### src/rtl/mux_sel_sequencer.sv
// mux_sel_sequencer
// Serializes a parallel word through an external WIDTH:1 mux. The word is held
// on mux_in while mux_sel walks every bit position. Each position is given
// HOLD_CYCLES cycles to settle before mux_out is offered downstream as a
// valid/ready/last bit stream.
// Build option: define MUX_SEQ_MSB_FIRST_EN to emit the MSB first (mux_sel
// walks WIDTH-1 down to 0). When it is undefined the LSB goes first.
module mux_sel_sequencer #(
  parameter int WIDTH       = 8,
  parameter int SEL_W       = $clog2(WIDTH),
  parameter int HOLD_CYCLES = 1
) (
  input  logic             clk,
  input  logic             rst,
  input  logic             s_valid,
  output logic             s_ready,
  input  logic [WIDTH-1:0] s_data,
  output logic [WIDTH-1:0] mux_in,
  output logic [SEL_W-1:0] mux_sel,
  input  logic             mux_out,
  output logic             m_valid,
  input  logic             m_ready,
  output logic             m_data,
  output logic             m_last,
  output logic             busy,
  output logic             done
);

  // Dwell counter only needs to reach HOLD_CYCLES-1; keep at least one bit.
  localparam int CNT_W = (HOLD_CYCLES > 1) ? $clog2(HOLD_CYCLES) : 1;
  localparam logic [CNT_W-1:0] CNT_MAX = CNT_W'(HOLD_CYCLES - 1);
  localparam logic [CNT_W-1:0] CNT_ONE = CNT_W'(1);
  localparam logic [SEL_W-1:0] SEL_ONE = SEL_W'(1);

`ifdef MUX_SEQ_MSB_FIRST_EN
  localparam logic [SEL_W-1:0] SEL_START = SEL_W'(WIDTH - 1);
  localparam logic [SEL_W-1:0] SEL_END   = '0;
`else
  localparam logic [SEL_W-1:0] SEL_START = '0;
  localparam logic [SEL_W-1:0] SEL_END   = SEL_W'(WIDTH - 1);
`endif

  typedef enum logic {
    IDLE = 1'b0,
    SCAN = 1'b1
  } state_t;

  state_t             state_reg, state_next;
  logic [WIDTH-1:0]   mux_in_reg, mux_in_next;
  logic [SEL_W-1:0]   mux_sel_reg, mux_sel_next;
  logic [CNT_W-1:0]   cnt_reg, cnt_next;
  logic               done_reg, done_next;
  logic               s_ready_c;
  logic               m_valid_c;
  logic               at_end;

  assign at_end = (mux_sel_reg == SEL_END);

  // State register plus the word, select, dwell counter and done pulse.
  always_ff @(posedge clk) begin
    if (rst) begin
      state_reg   <= IDLE;
      mux_in_reg  <= '0;
      mux_sel_reg <= SEL_START;
      cnt_reg     <= '0;
      done_reg    <= 1'b0;
    end else begin
      state_reg   <= state_next;
      mux_in_reg  <= mux_in_next;
      mux_sel_reg <= mux_sel_next;
      cnt_reg     <= cnt_next;
      done_reg    <= done_next;
    end
  end

  // Next-state logic: accept in IDLE, dwell and step the select in SCAN.
  always_comb begin
    state_next   = state_reg;
    mux_in_next  = mux_in_reg;
    mux_sel_next = mux_sel_reg;
    cnt_next     = cnt_reg;
    done_next    = 1'b0;
    s_ready_c    = 1'b0;
    m_valid_c    = 1'b0;
    case (state_reg)
      IDLE: begin
        s_ready_c = 1'b1;
        if (s_valid) begin
          mux_in_next  = s_data;
          mux_sel_next = SEL_START;
          cnt_next     = '0;
          state_next   = SCAN;
        end
      end
      SCAN: begin
        m_valid_c = (cnt_reg == CNT_MAX);
        if (!m_valid_c) begin
          // Still settling; once the counter reaches its limit it holds there.
          cnt_next = cnt_reg + CNT_ONE;
        end else if (m_ready) begin
          if (at_end) begin
            state_next = IDLE;
            done_next  = 1'b1;
          end else begin
`ifdef MUX_SEQ_MSB_FIRST_EN
            mux_sel_next = mux_sel_reg - SEL_ONE;
`else
            mux_sel_next = mux_sel_reg + SEL_ONE;
`endif
            cnt_next = '0;
          end
        end
      end
      default: state_next = IDLE;
    endcase
  end

  // Handshake outputs are forced low while reset is asserted.
  assign s_ready = s_ready_c & ~rst;
  assign m_valid = m_valid_c & ~rst;
  assign m_last  = m_valid & at_end;
  assign m_data  = mux_out;
  assign mux_in  = mux_in_reg;
  assign mux_sel = mux_sel_reg;
  assign busy    = (state_reg == SCAN);
  assign done    = done_reg;

`ifndef SYNTHESIS
  logic m_stall_reg;
  logic s_wait_reg;

  // Simulation-only check: pending valids must stay high until the handshake completes.
  always_ff @(posedge clk) begin
    if (rst) begin
      m_stall_reg <= 1'b0;
      s_wait_reg  <= 1'b0;
    end else begin
      m_stall_reg <= m_valid & ~m_ready;
      s_wait_reg  <= s_valid & ~s_ready;
      if (m_stall_reg) assert (m_valid);
      if (s_wait_reg) assert (s_valid);
    end
  end
`endif

endmodule
### config.mk
export PLATFORM = sky130hd
export DESIGN_NAME = mux_sel_sequencer
export DESIGN_NICKNAME = d
export VERILOG_FILES = /design/src/rtl/mux_sel_sequencer.sv
export SDC_FILE = /design/constraint.sdc
export NUM_CORES = 1
export LEC_CHECK = 0
export BUFFER_PORTS_ARGS = -buffer_cell sky130_fd_sc_hd__buf_4
export CAP_MARGIN = 20
export CORE_AREA = 2 2 39 41
export CTS_CLUSTER_SIZE = 25
export DETAILED_ROUTE_END_ITERATION = 16
export DIE_AREA = 0 0 41 43
export GPL_TIMING_DRIVEN = 0
export PLACE_DENSITY = 0.75
export SLEW_MARGIN = 20
export SYNTH_ARGS = -nofsm -noshare
export SYNTH_HDL_FRONTEND = slang
export SYNTH_SLANG_ARGS = --single-unit
### constraint.sdc
create_clock -name clk -period 2.3 [get_ports clk]
set_input_delay 0.46 -clock clk [delete_from_list [all_inputs] [get_ports clk]]
set_output_delay 0.46 -clock clk [all_outputs]
set_load 0.01 [all_outputs]
# Word level (Yosys, flattened, before mapping)
# Index checks and enable logic that the tools add are counted.
classes:
  addsub: 2
  n_eq_ne: 5
  mux: 16
  bitwise_logic: 7
  n_reduce_logical: 3
ops:
  columns: ["op", "n"]
  rows:
  - ["two-way mux 3 bit", 4]
  - ["two-way mux 1 bit", 9]
  - ["!= test 2 bit, second input constant", 4]
  - ["case mux 3 bit (2 select lines)", 1]
  - ["NOT 1 bit", 4]
  - ["case mux 1 bit (2 select lines)", 2]
  - ["AND reduction 4 bit", 1]
  - ["OR reduction 4 bit", 1]
  - ["adder 3 x 1 -> 3 bit, second input constant", 1]
  - ["AND 1 bit", 3]
  - ["equality test 3 bit, second input constant", 1]
  - ["AND reduction 2 bit", 1]
  - ["adder 1 bit, second input constant", 1]
totals:
  reg_bits: 14
  in_bits: 13
  out_inout_bits: 17
  word_cells: 38

# Longest topological paths before layout
logic_depth:
  ltp_word: 5
  mapped_depth: 5
  depth_no_buf: 5

# Worst setup path after synthesis
# OpenSTA, ideal clock, no wires.
synth_timing:
  path_type: "reg2out"
  start: "register state_reg, in the netlist busy"
  end: "output port m_last"
  arrival_time_ps: 939
  required_ps: 1840
  path_slack_ps: 901
  stages_incl_launch_ff: 3
  n_path_buf: 0
  path_cell_list: "dfxtp_1 > nor2b_1 > and2_1"
synth_via:
  elab_chain_cells: 3
synth_lines:
  columns: ["item", "line", "rtl"]
  rows:
  - ["start, declared", "48", "state_t state_reg, state_next;"]
  - ["start signal, assigned", "68", "state_reg <= state_next;"]
  - ["two-way mux 1 bit", "85", "case (state_reg)"]
  - ["AND 1 bit", "120", "assign m_valid = m_valid_c & ~rst;"]
  - ["net m_valid", "21", "output logic m_valid,"]
  - ["AND 1 bit", "121", "assign m_last = m_valid & at_end;"]
  - ["end, declared", "24", "output logic m_last,"]
# The timed path passes the listed nets, and every way through them passes these cells.

# Worst setup path after layout
layout_timing:
  start: "register mux_sel_reg[0], in the netlist mux_sel[0]"
  end: "output port m_last"
layout_via:
  elab_chain_cells: 2
layout_lines:
  columns: ["item", "line", "rtl"]
  rows:
  - ["start, declared", "50", "logic [SEL_W-1:0] mux_sel_reg, mux_sel_next;"]
  - ["start signal, assigned", "70", "mux_sel_reg <= mux_sel_next;"]
  - ["equality test 3 bit", "57", "assign at_end = (mux_sel_reg == SEL_END);"]
  - ["AND 1 bit", "121", null]
# No other way between the ends.

==> results.txt <==
STA classifies the critical path endpoint as an output port. Clock skew on the completed layout was measured at 0.000893 ns. The worst reg2reg path depth came out at 5. From synthesis to final layout, the design area changed by 46.3%. The detail-routed via count per cell came out at 4.86. The worst register-to-register path ends at mux_sel[2]$_SDFFE_PP0P_. The maximum fanout encountered on the critical timing path came out at 4.

The final net count is 113. Timing would allow up to about 560 MHz. The final number of max-transition violations came to 0. The all-layer global routing usage came out at between 15 and 20%.

The total iterations of the first detailed-routing run came out at 3. The pin count of the biggest net entering global routing came out at 11. The total I/O pin count came out at 30. The total power is 469 µW. The routed design has around 1200 µm of wire. Ranked by total cell area, the synthesized netlist is headed by sky130_fd_sc_hd__dfxtp_1, sky130_fd_sc_hd__nand2_1, sky130_fd_sc_hd__a21oi_1, sky130_fd_sc_hd__ha_1, sky130_fd_sc_hd__nand3_2. The share of the yosys chip area belonging to registers came out at between 40% and 50%. The post-detailed-route wirelength per cell is 11.1 µm.

For the pin with the worst max-slew slack, the measured transition is 0.250 ns. The worst-case clock buffer depth is 2. Setup repair after global routing left no endpoint under its margin. The setup-violating endpoint count in the final report is 0. The critical path is of the register to output port type. The family with the most delay on the worst path is adder cells.

The number of buffer and inverter stages on the critical path came out at 1. After clock tree synthesis, the clock-pin slew on the worst setup and hold paths is 0.08 ns. Counting stages on the worst path, the most repeated cell is sky130_fd_sc_hd__ha_1.

The min-delay analysis places its worst path in the category input pin to register. The buffers inserted during post-CTS setup optimization is 0. The initial standard-cell utilization of the core is 40.1%. The via count of the first global-routing pass came to 453. The full die area came out at 1760 µm².

The fraction of layout cells with a size suffix above 1 is 41.7%. The first global-routing pass estimated 1910 µm of wire. The leakage power came out at 0.000386 µW.

The slack of the worst reg-to-reg path came out at 0.98 ns. The total grt overflow came out at 0. The number of design rule violations left after detail routing came out at 0. The startpoint of the worst register-to-register path is mux_sel[0]$_SDFFE_PP0P_.

The most critical setup path has its startpoint at mux_sel[0]$_SDFFE_PP0P_. Walking the worst path, the cells encountered are ha_1, ha_1, and2_1, buf_4. The number of H-tree levels came out at 1. The number of antenna violations at the first check in global routing is 0. In this run, post-CTS hold repair placed 0 buffers. Counting buffers and inverters, the worst setup path is 4 cells deep. The number of placement rows came out at 14. The required time reported for the critical path endpoint came out at 1.84 ns. The number of vias in the routed layout came out at 544. The number of max-capacitance violations reported is 0. The number of cells upsized or downsized after cts came out at 0. The number of CTS-inserted buffers is 3. The count of antenna-violating nets left after detailed routing is 0.

The portion of synthesized cell area occupied by the leading cell type is 47.0%. For this run, the slowest stage of the critical path takes approximately 0.35 ns. Leaving out fill and tap cells, the most frequent cell in the layout is sky130_fd_sc_hd__buf_4. The area of the core region came out at 1380 µm². The time the worst path needs with I/O delays and setup is approximately 1.8 ns. After layout, the worst path uses 78.2% of the clock period. STA classifies the critical path startpoint as a register. The yosys synthesis warning count is 0. The number of stages on the worst hold path is 2. The number of failing hold endpoints at the final stage came out at 0.

The mapped netlist covers roughly 550 µm². The DRC violation total after the first TritonRoute iteration is 1. The synthesized flop and latch total is 13.

The number of input and output port buffers inserted came out at 28. From bottom edge to top edge, the die measures 43 µm. sky130_fd_sc_hd__dfxtp_1 takes more of the synthesized area than any other cell. TritonCTS built the clock tree. After technology mapping, the gate count stands at 64. The later pin in the worst-skew pair is clocked with a latency of 0.27 ns. The count of cell types in the netlist is 18. The number of flip-flops under the largest register name is 8. The antenna diode instance count is 0.

Data arrives at the worst endpoint at 1.34 ns. The top cell types in the final layout, fill and taps aside, are sky130_fd_sc_hd__buf_4, sky130_fd_sc_hd__nand2_1, sky130_fd_sc_hd__dfxtp_1. After routing, the total negative slack on setup checks comes to 0 ns. In this run the power density over the cells is 578 nW/µm². The peak supply drop came out at 0.000305 V.

Measured against its own limit, the worst slew margin works out to 83.3%. The horizontal extent of the die came out at about 41 µm. The routability congestion estimate from global placement came out at 0.723. The run finished with clean final reports.

The root buffer cell is sky130_fd_sc_hd__clkbuf_4. After legalization and detailed placement, the total HPWL measured ~970 µm. Counting every net in the synthesized netlist gives 80. The average cell area after synthesis is 8.66 µm². Counting every sink on the clock net gives 13. The critical path ends at m_last.

The slowest stage of the critical path belongs to the cell sky130_fd_sc_hd__dfxtp_1.
report_power, final:
| part | switching, µW | total, µW | internal [µW] |
|---|---|---|---|
| sequential | 7.94 | 244 | 236 |
| clock | 74.8 | 142 | 67.2 |
| combinational | 38.0 | 82.7 | 44.7 |
worst min path at each step:
stage	from	end
final	rst	mux_in[1]$_SDFFE_PP0P_
after global routing	rst	mux_in[6]$_SDFFE_PP0P_
after CTS	rst	mux_in[1]$_SDFFE_PP0P_
after detailed placement	mux_in[1]$_SDFFE_PP0P_	mux_in[1]$_SDFFE_PP0P_
after global placement	mux_in[1]$_SDFFE_PP0P_	mux_in[1]$_SDFFE_PP0P_
after floorplan	mux_in[1]$_SDFFE_PP0P_	mux_in[1]$_SDFFE_PP0P_
cell type report:
cell class | count | area [µm²]
fillers | 130 | 573
multi-input cells | 47 | 265
flip-flops and latches | 13 | 260
repair buffers | 28 | 210
plain buffers | 4 | 28.8
clock buffers | 4 | 26.3
well taps | 16 | 20.0
synthesized netlist by cell type:
library cell                n
sky130_fd_sc_hd__ha_1       3
sky130_fd_sc_hd__nor2_1     2
sky130_fd_sc_hd__buf_4      1
sky130_fd_sc_hd__nor2b_1    2
sky130_fd_sc_hd__nand3b_1   1
sky130_fd_sc_hd__and3_1     1
sky130_fd_sc_hd__buf_2      2
sky130_fd_sc_hd__nand2b_2   1
sky130_fd_sc_hd__a21oi_1   10
sky130_fd_sc_hd__and3b_1    1
sky130_fd_sc_hd__nand3_1    1
sky130_fd_sc_hd__dfxtp_1   13
sky130_fd_sc_hd__nand2_1   19
sky130_fd_sc_hd__nand3_2    2
sky130_fd_sc_hd__a21oi_2    2
sky130_fd_sc_hd__nand2b_1   1
sky130_fd_sc_hd__and2_1     1
sky130_fd_sc_hd__buf_6      1
worst reg2reg max path, delay by kind of cell, from the launching register on:
family	cells	cell delay, ns
adder cells (fa/ha/maj)	2	0.45
AND/OR/NAND/NOR	2	0.37
flip-flops	1	0.35
AO/OA/AOI/OAI	1	0.06
per-layer routing:
layer	track usage [%]	part of all wire, %
met5	0	0
met4	6.00	1.4
met3	6.81	7.9
met2	25.3	49
met1	18.5	41
per-stage QoR:
| step | worst slack, ns | hold WS [ns] | std cells | area [µm²] | util (%) |
|---|---|---|---|---|---|
| final | 0.502 | 0.366 | 112 | 811 | 58.6 |
| after global routing | 0.442 | 0.358 | 112 | 811 | 58.6 |
| after CTS | 0.494 | 0.369 | 112 | 811 | 58.6 |
| after detailed placement | 0.801 | 0.446 | 108 | 785 | 56.7 |
| after global placement | 0.814 | 0.441 | 108 | 785 | 56.7 |
| after floorplan | 0.901 | 0.474 | 64 | 554 | - |
logic make-up (layout without fill, tap and decap cells):
family / Yosys count / in the layout / share of synthesized area [%]
AO/OA/AOI/OAI: 12 / 12 / 12.2
buffers and inverters: 4 / 36 / 5.19
AND/OR/NAND/NOR: 32 / 32 / 28.9
adder cells (fa/ha/maj): 3 / 3 / 6.77
flip-flops: 13 / 13 / 47.0
No activity file was read; power rests on OpenSTA's default activity.
